[config.mk]
export PLATFORM = sky130hd
export DESIGN_NAME = traffic_sensor_queue
export DESIGN_NICKNAME = d
export VERILOG_FILES = /design/src/rtl/traffic_sensor_queue.sv
export SDC_FILE = /design/constraint.sdc
export NUM_CORES = 1
export LEC_CHECK = 0
export ABC_AREA = 1
export BUFFER_PORTS_ARGS = -buffer_cell sky130_fd_sc_hd__buf_2
export CAP_MARGIN = 10
export CORE_MARGIN = 5
export CORE_UTILIZATION = 30
export CTS_CLUSTER_DIAMETER = 40
export CTS_CLUSTER_SIZE = 28
export DETAILED_ROUTE_END_ITERATION = 8
export GPL_TIMING_DRIVEN = 0
export HOLD_SLACK_MARGIN = 0.12
export PLACE_DENSITY = 0.48
export SYNTH_ARGS = -nofsm -noshare
export SYNTH_HDL_FRONTEND = slang
export SYNTH_SLANG_ARGS = --single-unit
[constraint.sdc]
create_clock -name clk -period 2.3 [get_ports clk]
set_input_delay 0.345 -clock clk [delete_from_list [all_inputs] [get_ports clk]]
set_output_delay 0.345 -clock clk [all_outputs]
set_load 0.01 [all_outputs]
[src/rtl/traffic_sensor_queue.sv]
// Street-side sensor model for the two-street traffic-light controller: per-street car
// queues that fill from detector pulses, drain while green, and a sticky light-safety flag.
module traffic_sensor_queue #(
   parameter int QW         = 4,
   parameter int DEPART_CYC = 2
) (
   input  logic          clk,
   input  logic          reset,
   input  logic          car_a,
   input  logic          car_b,
   input  logic [1:0]    la,
   input  logic [1:0]    lb,
   output logic          ta,
   output logic          tb,
   output logic [QW-1:0] qa,
   output logic [QW-1:0] qb,
   output logic          ovf_a,
   output logic          ovf_b,
   output logic          viol
);

   localparam int             DTW     = (DEPART_CYC > 1) ? $clog2(DEPART_CYC) : 1;
   localparam logic [QW-1:0]  QMAX    = '1;
   localparam logic [DTW-1:0] DT_LAST = DTW'(DEPART_CYC - 1);
   localparam logic [1:0]     GREEN   = 2'b00;
   localparam logic [1:0]     RED     = 2'b10;
   localparam logic [1:0]     ILLEGAL = 2'b11;

   logic [DTW-1:0] dt_a;
   logic [DTW-1:0] dt_b;
   logic [DTW-1:0] dt_a_nxt;
   logic [DTW-1:0] dt_b_nxt;
   logic           run_a;
   logic           run_b;
   logic           dep_a;
   logic           dep_b;
   logic [QW-1:0]  qa_nxt;
   logic [QW-1:0]  qb_nxt;
   logic           ovf_a_hit;
   logic           ovf_b_hit;
   logic           unsafe;

   // An arrival and a departure in the same cycle cancel, so a full queue only overflows on a pure arrival.
   function automatic logic [QW-1:0] queue_next(input logic [QW-1:0] q,
                                                input logic car,
                                                input logic dep);
      if (car && !dep && q != QMAX) return q + QW'(1);
      if (!car && dep)              return q - QW'(1);
      return q;
   endfunction

   function automatic logic queue_drop(input logic [QW-1:0] q,
                                       input logic car,
                                       input logic dep);
      return car && !dep && (q == QMAX);
   endfunction

   function automatic logic [DTW-1:0] timer_next(input logic [DTW-1:0] dt,
                                                 input logic run);
      if (!run || dt == DT_LAST) return '0;
      return dt + DTW'(1);
   endfunction

   always_comb begin
      run_a     = (la == GREEN) && (qa != '0);
      run_b     = (lb == GREEN) && (qb != '0);
      dep_a     = run_a && (dt_a == DT_LAST);
      dep_b     = run_b && (dt_b == DT_LAST);
      dt_a_nxt  = timer_next(dt_a, run_a);
      dt_b_nxt  = timer_next(dt_b, run_b);
      qa_nxt    = queue_next(qa, car_a, dep_a);
      qb_nxt    = queue_next(qb, car_b, dep_b);
      ovf_a_hit = queue_drop(qa, car_a, dep_a);
      ovf_b_hit = queue_drop(qb, car_b, dep_b);
      unsafe    = (la == ILLEGAL) || (lb == ILLEGAL) || ((la != RED) && (lb != RED));
   end

   always_ff @(posedge clk) begin
      if (reset) begin
         qa    <= '0;
         qb    <= '0;
         dt_a  <= '0;
         dt_b  <= '0;
         ovf_a <= 1'b0;
         ovf_b <= 1'b0;
         viol  <= 1'b0;
      end else begin
         qa    <= qa_nxt;
         qb    <= qb_nxt;
         dt_a  <= dt_a_nxt;
         dt_b  <= dt_b_nxt;
         ovf_a <= ovf_a | ovf_a_hit;
         ovf_b <= ovf_b | ovf_b_hit;
         viol  <= viol | unsafe;
      end
   end

   assign ta = (qa != '0);
   assign tb = (qb != '0);

endmodule
# Yosys cells after proc, flatten, opt, wreduce, memory -nomap -nowiden
# Cells that the tools add are included.
# W data, S select, Z words.
[word_totals]
register_bits = 13
mem_bits_rw = 0
wordCells = 73
latchBits = 0
rom_bits = 0
in_bits = 8
memories = 0
out_inout_bits = 13
[op_classes]
n_lt_le_gt_ge = 0
n_div = 0
addsub = 6
reduce_logical = 29
n_mul = 0
n_shift = 0
eq_ne = 8
n_mux = 20
bitwise_logic = 3
[ops]
columns = ["cell", "count"]
rows = [
  ["$mux W4", 8],
  ["$logic_and A1 B1 Y1", 13],
  ["$mux W1", 12],
  ["$add A4 B1 Y4 const B", 2],
  ["$eq A4 B4 Y1 const B", 2],
  ["$ne A4 B4 Y1 const B", 2],
  ["$reduce_bool A4 Y1", 2],
  ["$sub A4 B1 Y4 const B", 2],
  ["$logic_not A1 Y1", 6],
  ["$eq A2 B2 Y1 const B", 2],
  ["$logic_not A2 Y1", 2],
  ["$logic_or A1 B1 Y1", 4],
  ["$ne A2 B2 Y1 const B", 2],
  ["$reduce_bool A2 Y1", 2],
  ["$or A1 B1 Y1", 3],
  ["$add A1 B1 Y1 const B", 2],
]

# Depth between registers and ports, before layout
[depth]
word_depth = 10
mapped_depth = 9
mapped_depth_nobuf = 9

# Worst setup path before layout
# No wires, ideal clock.
[synth_timing]
path_kind = "register to register"
startpoint = "register qa[0]"
endpoint = "register qa[1]"
synth_period_minus_slack_ps = 1406
path_buffers = 0
stages_incl_launch_ff = 9
arrival_ps = 1287
slack_ps = 894
setup_time_ps = 119
required_time_ps = 2181
path_cell_list = "dfxtp_1 -> inv_1 -> ha_1 -> nand2_4 -> nand3_2 -> nand3_4 -> nand2_1 -> o21ai_1 -> a21oi_1"
[synth_via]
elab_chain_cells = 8
word_cells_on_any_way = 18
cone_classes = "add/sub (2); eq/ne (1); mux (7); reduce/logical (8)"
[synth_rtl]
columns = ["item", "line", "rtl"]
rows = [
  ["from (decl)", "15", "output logic [QW-1:0] qa,"],
  ["from (signal assigned)", "88", "qa <= qa_nxt;"],
  ["$reduce_bool A4 Y1 *", "n/a", ""],
  ["named net ta", "13", "output logic ta,"],
  ["$logic_and A1 B1 Y1 *", "65", "run_a = (la == GREEN) && (qa != '0);"],
  ["$logic_and A1 B1 Y1 *", "67", "dep_a = run_a && (dt_a == DT_LAST);"],
  ["$logic_not A1 Y1", "47", "if (car && !dep && q != QMAX) return q + QW'(1);"],
  ["$logic_and A1 B1 Y1 (2 in a row)", "47", ""],
  ["$mux W1", "47", ""],
  ["$mux W4 or $reduce_bool A2 Y1 (tied branches)", "n/a", ""],
]
# The timed path passes the listed nets; every way through them passes the cells marked *. The select of a mux whose other input is x is not followed.
# A chain may end at the register's enable or synchronous reset.

# Worst setup path after layout
[layout_timing]
startpoint = "register qb[0]"
endpoint = "output tb"
[layout_via]
elab_chain_cells = 1
[layout_rtl]
columns = ["item", "line", "rtl"]
rows = [
  ["from (decl)", "16", "output logic [QW-1:0] qb,"],
  ["from (signal assigned)", "89", "qb <= qb_nxt;"],
  ["$reduce_bool A4 Y1", "99", "assign tb = (qb != '0);"],
  ["to (decl)", "14", "output logic tb,"],
]
# Every way passes these cells.

==> flow_summary_export.csv <==
group,metric,value,unit
routing,drcViolationCount,0,
routing,wl_per_cell,10.2,um
synthesis,synth-seq-area-share,29.1,%
layout,final_common_cell,"nand2_1",
timing,final.setup_skew,0.00328,ns
setup_path,end_kind,"primary output",
placement,portBuffers,20,
status,status,"finished clean",
timing,final_max_slew_viol_count,0,
placement,hpwl,1490,um
worst_hold_path,min_path_cells,2,
job,drv_cap,0,
timing,tightest_slew,0.279,ns
layout,final_cell_mix,"nand2_1, buf_2, nand3_1",
grt,grt_start_max_net_pins,9,
grt,grt_first_pass_wirelength,3300,um
die,die_height,64.6,um
placement,pre_cts_slack,0.816,ns
clocking,cts.clk_slew.worst_paths,0.08,ns
layout,final_util,37.9,%
setup_path,cp_max_fo,5,
die,core,2810,um2
routing,drt_iter0_drc,11,
setup_path,worstSetupStartpointType,"flip-flop",
power,p_leak,0.536,nW
routing,antenna_left,0,
synthesis,yosysTopAreaCell,"dfxtp_1",
layout,nets,156,
synthesis,synth_cell_types,24,
setup_path,arrival,1.34,ns
synthesis,synth_area,896,um2
setup_path,rrSetupSlack,0.83,ns
die,rows,19,
power,power_density,556,nW/um2
routing,drt-total-wl,1780,um
clocking,clock_sinks,13,
clocking,htreeDepth,1,
worst_hold_path,hp-start,"reset",
power,peakVddDrop,0.351,mV
routing,vias,792,
clocking,clk_latency,0.27,ns
grt,grt_pass1_vias,758,
clocking,cts_buffers,3,
grt,grt.overflow.total,0,
timing,slew_headroom,81.4,%
die,dieWidth,64.6,um
clocking,post_cts_buffers,0,
worst_hold_path,holdPathEnd,"qa[3]",
synthesis,ys_top_cells_by_area,"dfxtp_1, nand2_1, nand3_1",
clocking,hold_buffers,0,
placement,place_congestion,0.681,
worst_hold_path,hold_path_class,"in2reg",
setup_path,r2r_cells,8,
grt,groute.usage.overall,9.69,%
layout,nFillCells,306,
clocking,cts_resized,0,
routing,viasPerCell,4.55,
setup_path,required,1.96,ns
placement,place_inst,170,
clocking,tritoncts,"built",
timing,hold_viol_final,0,
timing,setup_ws,0.613,ns
synthesis,ys_ff_latch,13,
layout,insertedDiodeCount,0,
timing,period_needed,1.69,ns
synthesis,synthCells,119,
routing,dr.pass1.iters,4,
synthesis,avgSynthCellArea,7.53,um2
setup_path,r2r_start,"qb[0]",
grt,antenna_found_initial,0,
layout,syn2layout_area_growth,18.6,%
timing,rsz0062_at_grt,"no",
timing,fin_crit_sh,73.3,%
clocking,clockBufferDepth,2,
setup_path,reg2reg_to,"qb[3]",
timing,finalSetupViolCount,0,
layout,instances_no_fill,174,
timing,fmax,593,MHz
synthesis,yosysWarnings,0,
die,dieArea,4180,um2
timing,tns,0,ns
synthesis,synth_top_area_share,29.1,%
clocking,root_buffer,"clkbuf_4",
setup_path,crit_type,"reg2out",
layout,drive_gt1_share,27.3,%
die,io_pins,21,
synthesis,synth_fp_nets,131,
die,initial_core_util,31.9,%
metrics by stage:
step | instance area, um2 | total power, mW | hold slack (ns)
6_report | 1060 | 0.591 | 0.309
5_1_grt | 1060 | 0.640 | 0.313
4_1_cts | 1060 | 0.605 | 0.304
3_5_place_dp | 1030 | 0.461 | 0.456
3_3_place_gp | 1030 | 0.457 | 0.446
2_1_floorplan | 896 | 0.406 | 0.414
Yosys cell counts:
| cell type | n |
|---|---|
| ha_1 | 4 |
| clkinv_1 | 1 |
| xor2_1 | 3 |
| nand2_4 | 1 |
| nand2_1 | 24 |
| xnor2_1 | 2 |
| nand4_4 | 2 |
| o21ai_1 | 5 |
| o21a_1 | 2 |
| nor2_2 | 2 |
| a31oi_1 | 1 |
| nand4_1 | 3 |
| nor2_1 | 13 |
| nor2_4 | 1 |
| buf_6 | 1 |
| inv_1 | 13 |
| nand2_2 | 1 |
| nand3_4 | 4 |
| nand3_2 | 1 |
| dfxtp_1 | 13 |
| inv_2 | 2 |
| nand3_1 | 14 |
| a21oi_1 | 5 |
| nand3b_1 | 1 |
metal layers:
metal / track usage (%) / vias up / share of wire (%)
met5: 0 / - / 0
met4: 0.792 / 0 / 0.50
met3: 3.63 / 2 / 3.8
met2: 15.9 / 11 / 44
met1: 12.7 / 341 / 52
li1: - / 438 / -
critical path, stage by stage (launching register included):
cell and delay [ns]:
dfxtp_1 0.42, inv_1 0.10, ha_1 0.27, nand3_4 0.14, buf_2 0.14
logic make-up (layout without fill, tap and decap cells):
group	after synthesis	in the layout	synth area share, %
compound gates	13	13	7.96
simple gates	67	67	44.6
flops	13	13	29.1
fa+ha+maj	4	4	5.59
xor+xnor	5	5	4.89
buf+inv	17	41	7.96
area by class of cell:
cell class,count,area (um2),area share [%]
tap,31,38.8,3.65
clock inverter,1,5.00,0.471
buffer,1,11.3,1.06
timing repair buffer,20,100,9.42
inverter,16,60.1,5.65
sequential,13,260,24.5
clock buffer,3,22.5,2.12
multi-input combinational,89,564,53.1
flip-flops by register name, summed over array words and instances (netlist names):
signal / count
qa: 4
qb: 4
dt_a: 1
dt_b: 1
ovf_a: 1
ovf_b: 1
viol: 1
where the power goes:
part           total (mW)  switching (mW)  internal, mW
Combinational       0.187           0.108        0.0789
Sequential          0.265          0.0227         0.242
Clock               0.139          0.0748        0.0643
worst max path at each step:
stage	start	end	cells past startpoint
finish	qb[0]	tb	4
global route	qa[0]	ta	4
CTS	qa[0]	ta	4
detailed placement	qa[0]	qa[1]	8
global placement	qa[0]	qa[0]	8
floorplan	qa[0]	qa[1]	8
Note: power is estimated with default switching activity, not from simulation.
